===== src/rtl/uart_xmit_arbiter.sv =====
// uart_xmit_arbiter: shares one UART transmitter among NUM_REQ byte requesters.
// Round-robin arbitration. Each frame is sequenced as: latch byte, pulse Start,
// wait for Busy to rise (with timeout), then wait for Busy to fall.
// Optional feature: define UART_ARB_LOCK_EN to let a requester hold the grant
// across bytes through ReqLock. Without it, ReqLock is ignored.
module uart_xmit_arbiter #(
   parameter int unsigned NUM_REQ      = 4,
   parameter int unsigned ID_W         = 2,
   parameter int unsigned BUSY_TIMEOUT = 15
) (
   input  logic                 Clk,
   input  logic                 Reset,
   input  logic [NUM_REQ-1:0]   ReqValid,
   input  logic [8*NUM_REQ-1:0] ReqData,
   input  logic [NUM_REQ-1:0]   ReqLock,
   output logic [NUM_REQ-1:0]   ReqReady,
   output logic [7:0]           XmitData,
   output logic                 XmitStart,
   input  logic                 XmitBusy,
   output logic [ID_W-1:0]      GrantId,
   output logic                 Active,
   output logic                 TimeoutErr
);

   localparam int unsigned IDX_W = (NUM_REQ > 1) ? $clog2(NUM_REQ) : 1;
   localparam int unsigned CNT_W = 8;

   typedef enum logic [1:0] {
      IDLE      = 2'd0,
      START     = 2'd1,
      WAIT_RISE = 2'd2,
      WAIT_FALL = 2'd3
   } state_e;

   state_e               state_q, state_d;
   logic [NUM_REQ-1:0]   ready_q, ready_d;
   logic [7:0]           data_q, data_d;
   logic                 start_q, start_d;
   logic [ID_W-1:0]      grant_q, grant_d;
   logic                 active_q, active_d;
   logic                 err_q, err_d;
   logic [CNT_W-1:0]     cnt_q, cnt_d;

   logic [NUM_REQ-1:0]   cand_c;
   logic                 win_found_c;
   logic [IDX_W-1:0]     win_id_c;
   logic [7:0]           win_data_c;
   int unsigned          scan_idx_c;

`ifdef UART_ARB_LOCK_EN
   logic                 lock_vld_q, lock_vld_d;
   logic [IDX_W-1:0]     lock_own_q, lock_own_d;
   logic                 lock_hold_c;

   // Candidate set: only the lock owner may compete while it holds ReqLock
   always_comb begin
      lock_hold_c = lock_vld_q & ReqLock[lock_own_q];
      cand_c      = ReqValid;
      if (lock_hold_c) begin
         cand_c = ReqValid & (NUM_REQ'(1) << lock_own_q);
      end
   end
`else
   logic                 lock_unused;

   assign lock_unused = ^ReqLock;

   // Candidate set: every valid requester competes
   always_comb begin
      cand_c = ReqValid;
   end
`endif

   // Round-robin scan starting just after the last granted requester
   always_comb begin
      win_found_c = 1'b0;
      win_id_c    = '0;
      win_data_c  = '0;
      scan_idx_c  = 0;
      for (int unsigned k = 1; k <= NUM_REQ; k++) begin
         scan_idx_c = (32'(grant_q) + k) % NUM_REQ;
         if (!win_found_c && cand_c[IDX_W'(scan_idx_c)]) begin
            win_found_c = 1'b1;
            win_id_c    = IDX_W'(scan_idx_c);
            win_data_c  = ReqData[8*scan_idx_c +: 8];
         end
      end
   end

   // Next-state and registered-output logic for the frame sequencer
   always_comb begin
      state_d  = state_q;
      ready_d  = '0;
      data_d   = data_q;
      start_d  = 1'b0;
      grant_d  = grant_q;
      active_d = active_q;
      err_d    = err_q;
      cnt_d    = cnt_q;
`ifdef UART_ARB_LOCK_EN
      lock_vld_d = lock_vld_q;
      lock_own_d = lock_own_q;
`endif
      case (state_q)
         IDLE: begin
`ifdef UART_ARB_LOCK_EN
            if (lock_vld_q && !ReqLock[lock_own_q]) begin
               lock_vld_d = 1'b0;
            end
`endif
            if (win_found_c && !XmitBusy) begin
               ready_d  = NUM_REQ'(1) << win_id_c;
               data_d   = win_data_c;
               start_d  = 1'b1;
               grant_d  = ID_W'(win_id_c);
               active_d = 1'b1;
               state_d  = START;
`ifdef UART_ARB_LOCK_EN
               lock_vld_d = ReqLock[win_id_c];
               lock_own_d = win_id_c;
`endif
            end
         end
         START: begin
            cnt_d   = '0;
            state_d = WAIT_RISE;
         end
         WAIT_RISE: begin
            if (XmitBusy) begin
               state_d = WAIT_FALL;
            end else begin
               cnt_d = cnt_q + CNT_W'(1);
               if (cnt_d == CNT_W'(BUSY_TIMEOUT)) begin
                  err_d    = 1'b1;
                  active_d = 1'b0;
                  state_d  = IDLE;
               end
            end
         end
         WAIT_FALL: begin
            if (!XmitBusy) begin
               active_d = 1'b0;
               state_d  = IDLE;
            end
         end
         default: begin
            state_d = IDLE;
         end
      endcase
   end

   // State and output registers
   always_ff @(posedge Clk or posedge Reset) begin
      if (Reset) begin
         state_q  <= IDLE;
         ready_q  <= '0;
         data_q   <= '0;
         start_q  <= 1'b0;
         grant_q  <= ID_W'(NUM_REQ - 1);
         active_q <= 1'b0;
         err_q    <= 1'b0;
         cnt_q    <= '0;
      end else begin
         state_q  <= state_d;
         ready_q  <= ready_d;
         data_q   <= data_d;
         start_q  <= start_d;
         grant_q  <= grant_d;
         active_q <= active_d;
         err_q    <= err_d;
         cnt_q    <= cnt_d;
      end
   end

`ifdef UART_ARB_LOCK_EN
   // Lock owner register
   always_ff @(posedge Clk or posedge Reset) begin
      if (Reset) begin
         lock_vld_q <= 1'b0;
         lock_own_q <= '0;
      end else begin
         lock_vld_q <= lock_vld_d;
         lock_own_q <= lock_own_d;
      end
   end
`endif

   assign ReqReady   = ready_q;
   assign XmitData   = data_q;
   assign XmitStart  = start_q;
   assign GrantId    = grant_q;
   assign Active     = active_q;
   assign TimeoutErr = err_q;

endmodule

===== config.mk =====
export PLATFORM = sky130hd
export DESIGN_NAME = uart_xmit_arbiter
export DESIGN_NICKNAME = d
export VERILOG_FILES = /design/src/rtl/uart_xmit_arbiter.sv
export SDC_FILE = /design/constraint.sdc
export NUM_CORES = 1
export LEC_CHECK = 0
export ABC_AREA = 1
export BUFFER_PORTS_ARGS = -buffer_cell sky130_fd_sc_hd__buf_2
export CAP_MARGIN = 20
export CORE_AREA = 4 4 84 86
export DETAILED_ROUTE_END_ITERATION = 10
export DIE_AREA = 0 0 88 90
export GPL_TIMING_DRIVEN = 0
export MAX_ROUTING_LAYER = met4
export SYNTH_ARGS = -nofsm -noshare
export SYNTH_HDL_FRONTEND = slang
export SYNTH_SLANG_ARGS = --single-unit
export TNS_END_PERCENT = 10

===== constraint.sdc =====
create_clock -name Clk -period 2.7 [get_ports Clk]
set_clock_uncertainty 0.15 [all_clocks]
set_input_delay 0.27 -clock Clk [delete_from_list [all_inputs] [get_ports Clk]]
set_output_delay 0.27 -clock Clk [all_outputs]
set_load 0.02 [all_outputs]

==> Word level (Yosys, flattened, before mapping) <==
Index checks and enable logic that the tools add are counted.
{ "word_totals": {"reg_bits": 27, "in_bits": 43, "wordCells": 84} }
{ "classes": {"addsub": 5, "n_lt_le_gt_ge": 4, "n_eq_ne": 9, "shifts": 5, "mux": 36, "bitwise": 1, "reduce_logical": 16} }
{ "ops": {"columns": ["op", "count"], "rows": [
  ["indexed part select 32 x 6 -> 8 bit", 4],
  ["2-to-1 mux 8 bit", 5],
  ["2-to-1 mux 2 bit", 8],
  ["one-hot mux 8 bit (2 select lines)", 1],
  ["2-to-1 mux 1 bit", 14],
  ["less-than comparator 2 x 3 -> 1 bit, second input constant", 4],
  ["adder 8 x 1 -> 8 bit, second input constant", 1],
  ["binary-select mux 1 bit (select 2 bit)", 4],
  ["== test 8 x 4 -> 1 bit, second input constant", 1],
  ["2-to-1 mux 4 bit", 2],
  ["inequality test 2 bit, second input constant", 4],
  ["one-hot mux 2 bit (4 select lines)", 1],
  ["AND reduction 3 bit", 2],
  ["AND reduction 5 bit", 1],
  ["adder 2 x 1 -> 2 bit, second input constant", 2],
  ["adder 2 bit, second input constant", 2],
  ["== test 2 bit, second input constant", 2],
  ["logical AND 1 bit", 4],
  ["logical NOT 1 bit", 4],
  ["AND reduction 2 bit", 2],
  ["left shift 1 x 2 -> 4 bit, first input constant", 1],
  ["inequality test 3 bit, second input constant", 1],
  ["one-hot mux 1 bit (3 select lines)", 1],
  ["nonzero test 3 bit", 1],
  ["other kinds (4)", 4]
]} }

==> Depth between registers and ports, before layout <==
Gate-level depths: netlist of the first run.
{ "depth": {"word_depth": 16, "ltp_mapped": 15, "mapped_depth_nobuf": 13} }

==> Least setup slack after synthesis of the first run <==
No wires, ideal clock.
{ "synth_path": {"path_kind": "reg-to-reg", "startpoint": "register grant_q[1] (netlist: GrantId[1])", "endpoint": "register ready_q[0] (netlist: ReqReady[0])", "setup_time_ps": 113, "t_arrival_ps": 1760, "slack_ps": 677, "path_stages_with_launch": 16, "period_less_slack_ps": 2023, "cell_sequence": "dfstp_2 > buf_4 > inv_4 > nand2_4 > nand2_4 > nand2_2 > nand2_2 > buf_6 > a21oi_4 > inv_2 > nand2_1 > nand2_1 > nand2_2 > nor2_2 > nand2_1 > inv_1"} }
{ "synth_between": {"elab_chain_len": 16, "elab_cells_between_ends": 30} }
{ "synth_rtl": {"columns": ["item", "line", "source"], "rows": [
  ["from (decl)", "39", "logic [ID_W-1:0] grant_q, grant_d;"],
  ["from (signal assigned)", "159", "grant_q <= ID_W'(NUM_REQ - 1);"],
  ["from (signal assigned)", "168", "grant_q <= grant_d;"],
  ["adder 2 x 1 -> 2 bit", "81", "scan_idx_c = (32'(grant_q) + k) % NUM_REQ;"],
  ["binary-select mux 1 bit (select 2 bit)", "82", "if (!win_found_c && cand_c[IDX_W'(scan_idx_c)]) begin"],
  ["2-to-1 mux 1 bit (implied by the code)", "82", null],
  ["2-to-1 mux 1 bit", "82", null],
  ["logical NOT 1 bit", "82", null],
  ["logical AND 1 bit", "82", null],
  ["2-to-1 mux 1 bit", "82", null],
  ["logical NOT 1 bit", "82", null],
  ["logical AND 1 bit", "82", null],
  ["2-to-1 mux 1 bit", "82", null],
  ["logical NOT 1 bit", "82", null],
  ["logical AND 1 bit", "82", null],
  ["2-to-1 mux 2 bit or 2-to-1 mux 1 bit (tied branches)", "82", null],
  ["left shift 1 x 2 -> 4 bit or logical AND 1 bit (tied branches)", "112, 111", null],
  ["2-to-1 mux 4 bit *", "111", "if (win_found_c && !XmitBusy) begin"],
  ["2-to-1 mux 4 bit *", "104", "case (state_q)"],
  ["named net ready_d[0]", "36", "logic [NUM_REQ-1:0] ready_q, ready_d;"],
  ["to (signal assigned)", "165", "ready_q <= ready_d;"],
  ["to (decl)", "36", null]
]} }
Mark *: on every way through the listed nets, which the timed path passes. The rest lies on a longest branch. The select of a mux whose other input is x is not followed.
A chain may end at the register's enable or synchronous reset.

==> Final worst setup path of the first run <==
{ "layout_path": {"startpoint": "register grant_q[1] (netlist: GrantId[1])", "endpoint": "register ready_q[3] (netlist: ReqReady[3])"} }
The elaborated chain is that of the path after synthesis.

==> results of run 1 <==
## kinds of logic after synthesis
| group | after synthesis |
|---|---|
| muxes | 3 |
| AOI/OAI and AO/OA | 85 |
| buffers and inverters | 61 |
| DFF | 27 |
| adders and majority gates | 2 |
| and+or+nand+nor | 213 |
## critical path, delay by kind of cell, from the launching register on
kind	cells	cell delay [ps]
AOI/OAI and AO/OA	1	250
buffers and inverters	4	470
DFF	1	540
and+or+nand+nor	9	720
## cells in the final DEF (no fill, tap or decap), types with 3 or more instances in the layout
master,instances
a22oi_1,5
dfrtp_1,25
nor2_2,3
o21ai_0,68
inv_2,3
inv_1,36
nand3_1,31
o21bai_1,3
buf_4,3
clkbuf_1,6
nor2_1,17
clkbuf_8,3
nand3_2,5
nand4_1,5
mux2i_1,3
nand2_2,9
nand2_1,137
buf_2,62
nand2_4,3
## what timing repair did
| action | CTS | global route |
|---|---|---|
| hold endpoints to repair | 0 | 3 |
| setup endpoints to repair | 0 | 0 |
| gates resized for setup | 0 | 0 |
| hold buffers | 0 | 1 |
## cell type report
| cell class | count | share of cell area |
|---|---|---|
| multi-input cells | 303 | 0.515 |
| plain buffers | 19 | 0.0368 |
| well taps | 77 | 0.0333 |
| repair buffers | 57 | 0.108 |
| inverters | 42 | 0.0567 |
| flip-flops and latches | 27 | 0.235 |
| clock buffers | 4 | 0.0156 |
## stage by stage
step           hold slack, ps  instance area [um2]  instances  setup WS (ps)
2_1_floorplan             171                 2430        391            677
3_3_place_gp              306                 2810        523            505
3_5_place_dp              310                 2810        523            511
4_1_cts                   119                 2850        527            485
5_1_grt                   159                 2890        529            285
6_report                  138                 2890        529            483
## routing by layer
metal / global-route usage / up-vias / wire, um
met4: 0.0422 / 0 / 96
met1: 0.225 / 1243 / 3000
met3: 0.0201 / 10 / 328
met5: - / - / 0
met2: 0.279 / 72 / 3080
li1: - / 1389 / -
## flip-flops by register name (all words and copies together) (netlist names)
name	cells
XmitData	8
cnt_q	8
ReqReady	4
GrantId	2
state_q	2
Active	1
TimeoutErr	1
XmitStart	1
## power groups by stage
stage | clock (W) | combinational, W | sequential (W)
floorplan | 0 | 0.00170 | 0.000722
global placement | 0 | 0.00234 | 0.000629
detailed placement | 0 | 0.00236 | 0.000632
CTS | 0.000229 | 0.00236 | 0.000627
global route | 0.000247 | 0.00271 | 0.000643
finish | 0.000223 | 0.00238 | 0.000624
## cell usage after synthesis, types with 2 or more instances
cell type,n,area share
a21oi_1,2,0.0041
nand2_1,137,0.21
inv_2,3,0.0046
buf_1,2,0.0031
ha_1,2,0.010
inv_4,2,0.0051
buf_4,3,0.0092
mux2i_1,3,0.012
nand4_1,5,0.013
o22ai_1,2,0.0051
a22oi_1,5,0.015
nand3_1,31,0.064
nand2_4,3,0.014
dfrtp_1,25,0.26
inv_1,36,0.055
nand3_2,5,0.021
buf_2,7,0.014
dfstp_2,2,0.022
o21bai_1,3,0.0092
clkbuf_1,5,0.0077
nor2_2,3,0.0077
nor2_1,17,0.026
buf_6,2,0.0092
nand2_2,9,0.023
o21ai_0,68,0.14
## final timing paths
path / from / to / slack [ps] / cells past startpoint
max in group asynchronous: Reset / GrantId[0] / 1640 / 4
worst min-delay path: XmitBusy / state_q[0] / 140 / 3
worst min register to register: TimeoutErr / TimeoutErr / 330 / 1
worst max-delay path: GrantId[1] / ReqReady[3] / 480 / 14
min in group asynchronous: Reset / cnt_q[2] / 300 / 3
worst max register to register: GrantId[1] / ReqReady[3] / 480 / 14
==> out/metrics.cfg, run 1 <==
[outcome]
status = complete, no violations

[power]
leakagePower_nw = 1.53
power_w = 0.00323
p_int_w = 0.00143
switching_share = 0.558
power-per-cell-area_mw_per_mm2 = 1120
combPwrFrac = 0.738
p_switching_w = 0.00180
clockPowerShare = 0.069
seqPwrFrac = 0.193
worst_ir_drop_vdd_mv = 0.545

[logic_synthesis]
synthMuxAreaShare = 0.0123
syn-num-nets = 436
async_flop_share = 1.00
synthSimpleGateAreaFrac = 0.395
ys_ff_latch = 27
synth_fa_ha_area_frac = 0.0103
yosys.cell_types.count = 34
synth_top_family_by_area = simple AND/OR/NAND/NOR gates
synth_compound_area_frac = 0.193
yosysSeqAreaShare = 0.279
syn_avg_cell_area_um2 = 6.23
netlist_area_mm2 = 0.00243
yosys_most_used_dff = dfrtp_1
synth_edf_count = 0
synth_xor_area_frac = 0
yosys_warnings = 0
syn_inst = 391

[clock_tree]
clkSinkCount = 27
clk_latency_ps = 270
cts_buffers = 3
cts_htree_levels = 1
cts-root-buf = clkbuf_8
cts_buffer_depth = 2
clk_pin_slew_ps = 90
postCtsSetupBuffers = 0
cts_tree = built

[global_routing]
antenna_found_initial = 0
grt_usage = 0.171
grt_max_degree = 28
gr-total-overflow = 0
grt_pass1_vias = 2574
grt_pass1_wl_um = 11100

[timing]
slew_headroom = 0.667
rsz0062_at_grt = no
min_period_over_period = 0.821
setup_violations = 0
report.final.slew_viol_count = 0
fmax_mhz = 451
tightest_slew_ps = 499
hold_viol_final = 0
tns_ps = 0
fin_crit_ps = 2220

[worst_setup_path]
critPathArrivalTime_ps = 2260
cp_max_fo = 10
cp.required_ps = 2750
cp_common_cell = nand2_2
crit_slowest_cell = dfstp_2
worstSetupEndpointType = flip-flop
slowest_delay_ps = 540
crit_path_cell_trace = buf_4 -> inv_4 -> nand2_2 -> nand2_4 -> nand2_2 -> nand2_2 -> buf_6 -> a21oi_4 -> inv_2 -> nand2_1 -> nand2_1 -> nand2_2 -> nand2_2 -> nor2_1
start_kind = flip-flop
path_class = flip-flop to flip-flop

[worst_hold_path]
hp-class = input pin to flip-flop

[detailed_routing]
viasPerCell = 5.13
wirelength_um = 6510
firstDrtPassIters = 5
num_vias = 2714
drcViolationCount = 0
ant_nets = 0
routedWlPerCell_um = 12.3
drtIter0Drc = 147

[floorplan]
start_util = 0.388
dieArea_mm2 = 0.00792
num_rows = 29
core_area_mm2 = 0.00628
dieHeight_um = 90
io-pin-count = 60
die_w_um = 88

[placement]
hpwl_um = 5070
gp_congestion = 0.860
port_buffers = 55

[layout]
num-nets-final = 498
n_fill_cell = 696
regArea_um2 = 678
diodes = 0
post-route-util = 0.460
multi_input_area_mm2 = 0.00149
area_delta_synth_final_pct = 18.7
drive_gt1_frac = 0.230

[run]
maxCapViolCount = 0

No activity file was read; power rests on OpenSTA's default activity.
==> inputs of run 2 (changes only) <==
==> constraint.sdc (replaced) <==
create_clock -name Clk -period 2.25 [get_ports Clk]
set_clock_uncertainty 0.15 [all_clocks]
set_input_delay 0.225 -clock Clk [delete_from_list [all_inputs] [get_ports Clk]]
set_output_delay 0.225 -clock Clk [all_outputs]
set_load 0.02 [all_outputs]
==> out/metrics.cfg, run 2 (synthesis results as in run 1) <==
[worst_setup_path]
crit_slowest_cell = dfstp_2  ; unchanged
cp_max_fo = 10  ; unchanged
path_class = flip-flop to flip-flop  ; unchanged
cp.required_ps = 2270  ; was 2750 ps
critPathArrivalTime_ps = 2130  ; was 2260 ps
r2r_end = XmitData[2]  ; was ReqReady[3]
worstSetupEndpointType = flip-flop  ; unchanged
crit_path_cell_trace = buf_6 -> inv_4 -> buf_2 -> buf_2 -> o21ai_0 -> o21ai_0 -> a22oi_1 -> nand3_1 -> nand2_1 -> nand2_1  ; was buf_4 -> inv_4 -> nand2_2 -> nand2_4 -> nand2_2 -> nand2_2 -> buf_6 -> a21oi_4 -> inv_2 -> nand2_1 -> nand2_1 -> nand2_2 -> nand2_2 -> nor2_1
r2r_cells = 10  ; was 14
slowest_delay_ps = 550  ; was 540 ps
start_kind = flip-flop  ; unchanged
rrSetupSlack_ps = 140  ; was 480 ps
r2r-start = GrantId[0]  ; was GrantId[1]

[layout]
area_delta_synth_final_pct = 21.9  ; was 18.7%
final_common_cell = nand2_1  ; unchanged
post-route-util = 0.473  ; was 0.460
fin_area_mm2 = 0.00297  ; was 0.00289 mm2
drive_gt1_frac = 0.240  ; was 0.230
diodes = 0  ; unchanged
final_cell_mix = nand2_1 (136), o21ai_0 (63), buf_2 (59), inv_1 (36), nand3_1 (31)  ; was nand2_1 (137), o21ai_0 (68), buf_2 (62), inv_1 (36), nand3_1 (31)
num-nets-final = 500  ; was 498

[clock_tree]
cts-root-buf = clkbuf_8  ; unchanged
clk_latency_ps = 270  ; about the same
clk_pin_slew_ps = 90  ; about the same
cts_buffers = 3  ; unchanged
cts_htree_levels = 1  ; unchanged
cts_buffer_depth = 2  ; unchanged
clkSinkCount = 27  ; unchanged
cts_tree = built  ; unchanged

[placement]
port_buffers = 55  ; unchanged
pre_cts_slack_ps = 61.0  ; was 511 ps
gp_congestion = 0.860  ; unchanged
hpwl_um = 5070  ; unchanged
dpl_cell_area_mm2 = 0.00281  ; unchanged

[run]
maxCapViolCount = 0  ; unchanged

[timing]
min_period_over_period = 0.940  ; was 0.821
worst_slack_ps = 136  ; was 483 ps
hold_viol_final = 0  ; unchanged
fin_crit_ps = 2110  ; was 2220 ps
slew_headroom = 0.676  ; was 0.667
setup_violations = 0  ; unchanged
report.final.slew_viol_count = 0  ; unchanged
fmax_mhz = 473  ; was 451 MHz
rsz0062_at_grt = yes  ; was no
tightest_slew_ps = 486  ; was 499 ps

[floorplan]
dieArea_mm2 = 0.00792  ; unchanged
start_util = 0.388  ; unchanged
dieHeight_um = 90  ; unchanged
num_rows = 29  ; unchanged
die_w_um = 88  ; unchanged
io-pin-count = 60  ; unchanged
core_area_mm2 = 0.00628  ; unchanged

[power]
power-per-cell-area_mw_per_mm2 = 1380  ; was 1120 mW/mm2
p_switching_w = 0.00223  ; was 0.00180 W
power_w = 0.00408  ; was 0.00323 W
leakagePower_nw = 1.56  ; was 1.53 nW
p_int_w = 0.00185  ; was 0.00143 W
clockPowerShare = 0.065  ; was 0.069
worst_ir_drop_vdd_mv = 0.754  ; was 0.545 mV
combPwrFrac = 0.751  ; was 0.738
switching_share = 0.546  ; was 0.558
seqPwrFrac = 0.184  ; was 0.193

[detailed_routing]
wirelength_um = 6520  ; was 6510 um
firstDrtPassIters = 4  ; was 5
num_vias = 2737  ; was 2714
drcViolationCount = 0  ; unchanged
ant_nets = 0  ; unchanged
drtIter0Drc = 171  ; was 147
viasPerCell = 5.15  ; was 5.13
routedWlPerCell_um = 12.3  ; about the same

[worst_hold_path]
hold_depth = 3  ; unchanged
hp-class = input pin to flip-flop  ; unchanged
min_from = XmitBusy  ; unchanged
hold_end = state_q[0]  ; unchanged

[global_routing]
gr-total-overflow = 0  ; unchanged
grt_pass1_wl_um = 11100  ; unchanged
grt_max_degree = 28  ; unchanged
grt_pass1_vias = 2574  ; unchanged
grt_usage = 0.171  ; unchanged
antenna_found_initial = 0  ; unchanged

[outcome]
status = complete, no violations  ; unchanged

==> run 2: power by group through the flow <==
stage               combinational, W  sequential [W]  clock (W)
floorplan                    0.00205        0.000866          0
global placement             0.00280        0.000755          0
detailed placement           0.00283        0.000759          0
CTS                          0.00284        0.000753   0.000275
global route                 0.00346        0.000774   0.000297
finish                       0.00306        0.000751   0.000266
==> run 2: how the worst max path moves through the flow <==
stage	slack, ps	cells past startpoint	to	start
6_report	140	10	XmitData[2]	GrantId[0]
3_5_place_dp	60	14	ReqReady[1]	GrantId[1]
5_1_grt	-9	12	XmitData[4]	GrantId[1]
4_1_cts	40	14	ReqReady[1]	GrantId[1]
2_1_floorplan	230	15	ReqReady[0]	GrantId[1]
3_3_place_gp	50	15	ReqReady[0]	GrantId[1]
==> run 2: worst max-delay path, delay by kind of cell (launching register included) <==
kind | cells | cell delay (ps)
flip-flops | 1 | 550
buffers and inverters | 4 | 580
AO/OA/AOI/OAI | 3 | 500
AND/OR/NAND/NOR | 3 | 220
==> run 2: timing repair <==
item                                    in CTS  in global routing
gates resized for setup                      0                 20
endpoints found under the setup margin       0                 14
hold buffers                                 0                  1
hold endpoints to repair                     0                 25
setup buffers                                0                  2
==> run 2: metrics by stage <==
stage               TNS (ps)  cells  hold WS, ps
finish                     0    531         92.1
global route           -23.3    531          114
CTS                        0    527         73.5
detailed placement         0    523          310
global placement           0    523          306
floorplan                  0    391          126
==> run 2: routing by layer <==
metal	vias up	global-route usage	share of wire
met2	66	0.279	0.48
met4	0	0.0422	0.015
met5	-	-	0
li1	1392	-	-
met1	1269	0.225	0.46
met3	10	0.0201	0.043
==> run 2: cell type report <==
cell class	count	area, um2
plain buffers	19	119
clock buffers	4	45.0
fillers	684	3310
inverters	42	168
multi-input cells	303	1510
flip-flops and latches	27	678
well taps	77	96.3
repair buffers	59	353
==> inputs of run 3 (changes only) <==
==> constraint.sdc (replaced) <==
create_clock -name Clk -period 2.1 [get_ports Clk]
set_clock_uncertainty 0.15 [all_clocks]
set_input_delay 0.21 -clock Clk [delete_from_list [all_inputs] [get_ports Clk]]
set_output_delay 0.21 -clock Clk [all_outputs]
set_load 0.02 [all_outputs]
==> out/metrics.cfg, run 3 (synthesis results as in run 1) <==
[layout]
fin_area_mm2 = 0.00326  ; was 0.00297 mm2
final_cell_mix = nand2_1 (127), buf_2 (57), o21ai_0 (55), inv_1 (35), nand3_1 (30)  ; was nand2_1 (136), o21ai_0 (63), buf_2 (59), inv_1 (36), nand3_1 (31)
diodes = 0  ; unchanged
regArea_um2 = 678  ; unchanged
final_common_cell = nand2_1  ; unchanged
num-nets-final = 514  ; was 500
n_fill_cell = 659  ; was 684
multi_input_area_mm2 = 0.00164  ; was 0.00151 mm2
drive_gt1_frac = 0.308  ; was 0.240
area_delta_synth_final_pct = 33.7  ; was 21.9%

[clock_tree]
cts_tree = built  ; unchanged
clk_pin_slew_ps = 90  ; about the same
cts_buffer_depth = 2  ; unchanged
clkSinkCount = 27  ; unchanged
cts_htree_levels = 1  ; unchanged
cts_buffers = 3  ; unchanged
cts-root-buf = clkbuf_8  ; unchanged
clk_latency_ps = 270  ; about the same

[global_routing]
antenna_found_initial = 0  ; unchanged
grt_usage = 0.172  ; was 0.171
grt_pass1_wl_um = 11100  ; about the same
grt_max_degree = 28  ; unchanged
gr-total-overflow = 0  ; unchanged
grt_pass1_vias = 2584  ; was 2574

[detailed_routing]
firstDrtPassIters = 5  ; was 4
viasPerCell = 5.17  ; was 5.15
routedWlPerCell_um = 12.7  ; was 12.3 um
num_vias = 2820  ; was 2737
drcViolationCount = 0  ; unchanged
drtIter0Drc = 132  ; was 171
ant_nets = 0  ; unchanged
wirelength_um = 6940  ; was 6520 um

[floorplan]
io-pin-count = 60  ; unchanged
num_rows = 29  ; unchanged
dieArea_mm2 = 0.00792  ; unchanged
die_w_um = 88  ; unchanged
start_util = 0.388  ; unchanged
core_area_mm2 = 0.00628  ; unchanged
dieHeight_um = 90  ; unchanged

[worst_setup_path]
rrSetupSlack_ps = 40  ; was 140 ps
start_kind = flip-flop  ; unchanged
cp_max_fo = 7  ; was 10
critPathArrivalTime_ps = 2080  ; was 2130 ps
crit_buf_inv = 3  ; was 4
cp_common_cell = nand2_4
r2r_end = GrantId[1]  ; was XmitData[2]
path_class = flip-flop to flip-flop  ; unchanged
slowest_delay_ps = 560  ; was 550 ps
path_delay_family = simple AND/OR/NAND/NOR gates  ; was buffers and inverters
cp.depth = 13  ; was 10
cp.required_ps = 2120  ; was 2270 ps
crit_slowest_cell = dfstp_2  ; unchanged
worstSetupEndpointType = flip-flop  ; unchanged
r2r_cells = 13  ; was 10
r2r-start = GrantId[0]  ; unchanged
crit_path_cell_trace = buf_6 -> inv_6 -> nand2_4 -> nand2_8 -> nand2_4 -> nand2_4 -> nor2_4 -> nand2_4 -> clkinv_4 -> nand2_1 -> nand3_2 -> nand3_1 -> o21ai_0  ; was buf_6 -> inv_4 -> buf_2 -> buf_2 -> o21ai_0 -> o21ai_0 -> a22oi_1 -> nand3_1 -> nand2_1 -> nand2_1

[timing]
hold_viol_final = 0  ; unchanged
slew_headroom = 0.741  ; was 0.676
holdWs_ps = 77.6  ; was 92.1 ps
fin_crit_ps = 2060  ; was 2110 ps
min_period_over_period = 0.979  ; was 0.940
tightest_slew_ps = 389  ; was 486 ps
rsz0062_at_grt = yes  ; unchanged
fmax_mhz = 487  ; was 473 MHz
report.final.slew_viol_count = 0  ; unchanged
setup_violations = 0  ; unchanged

[power]
leakagePower_nw = 1.70  ; was 1.56 nW
combPwrFrac = 0.786  ; was 0.751
p_int_w = 0.00244  ; was 0.00185 W
power-per-cell-area_mw_per_mm2 = 1570  ; was 1380 mW/mm2
seqPwrFrac = 0.158  ; was 0.184
clockPowerShare = 0.056  ; was 0.065
worst_ir_drop_vdd_mv = 0.913  ; was 0.754 mV
p_switching_w = 0.00268  ; was 0.00223 W
switching_share = 0.523  ; was 0.546

[placement]
dpl_cell_area_mm2 = 0.00281  ; unchanged
port_buffers = 55  ; unchanged
hpwl_um = 5070  ; unchanged
gp_congestion = 0.860  ; unchanged

[run]
maxCapViolCount = 0  ; unchanged

[worst_hold_path]
hp-class = input pin to flip-flop  ; unchanged
hold_end = state_q[0]  ; unchanged
hold_depth = 3  ; unchanged
min_from = XmitBusy  ; unchanged

[outcome]
status = complete, no violations  ; unchanged

## run 3: changes by cell type in the layout (fill, tap and decap cells not counted), sizes merged
cell,previous run,this run
buf,71,86
clkbuf,10,9
## run 3: power by group through the flow
stage                     Clock [W]  Sequential, W  Combinational, W
after floorplan                   0       0.000928           0.00219
after global placement            0       0.000809           0.00300
after detailed placement          0       0.000813           0.00303
after CTS                  0.000295       0.000808           0.00316
after global routing       0.000318       0.000836           0.00447
final                      0.000286       0.000812           0.00403
## run 3: per-layer routing
| metal | up-vias | routed length (um) | GRT usage |
|---|---|---|---|
| li1 | 1424 | - | - |
| met5 | - | 0 | - |
| met1 | 1297 | 3130 | 0.228 |
| met3 | 12 | 324 | 0.0201 |
| met4 | 0 | 99 | 0.0422 |
| met2 | 87 | 3390 | 0.278 |
## run 3: per-stage QoR
step	power, W	cells	setup TNS (ps)	worst slack (ps)	util
6_report	0.00513	545	0	44.8	0.519
5_1_grt	0.00562	545	-770	-124	0.519
4_1_cts	0.00427	529	-42.1	-14.9	0.461
3_5_place_dp	0.00385	523	-521	-89.0	0.447
3_3_place_gp	0.00381	523	-434	-95.4	0.447
2_1_floorplan	0.00312	391	0	76.6	-
## run 3: area by class of cell
type / instances / share of cell area
multi-input combinational: 303 / 0.502
sequential: 27 / 0.208
timing repair buffer: 73 / 0.145
inverter: 42 / 0.0523
buffer: 19 / 0.0488
tap: 77 / 0.0296
clock buffer: 4 / 0.0138
## run 3: worst min-delay path: stages
cell      delay (ps)
buf_2            110
o211ai_1          80
nand2_1           60
## run 3: how the worst max path moves through the flow
stage                    start     endpoint  slack (ps)
floorplan           GrantId[1]  ReqReady[0]          80
global placement    GrantId[1]  ReqReady[0]        -100
detailed placement  GrantId[1]  ReqReady[1]         -90
CTS                 GrantId[0]  XmitData[4]         -10
global route        GrantId[1]   GrantId[1]        -120
finish              GrantId[0]   GrantId[1]          40
## run 3: repair_timing
action,in CTS,in global routing
pin swaps,3,22
setup buffers,2,13
hold endpoints to repair,0,25
cloned,0,1
hold buffers,0,1
resized for setup,6,76
endpoints found under the setup margin,13,17
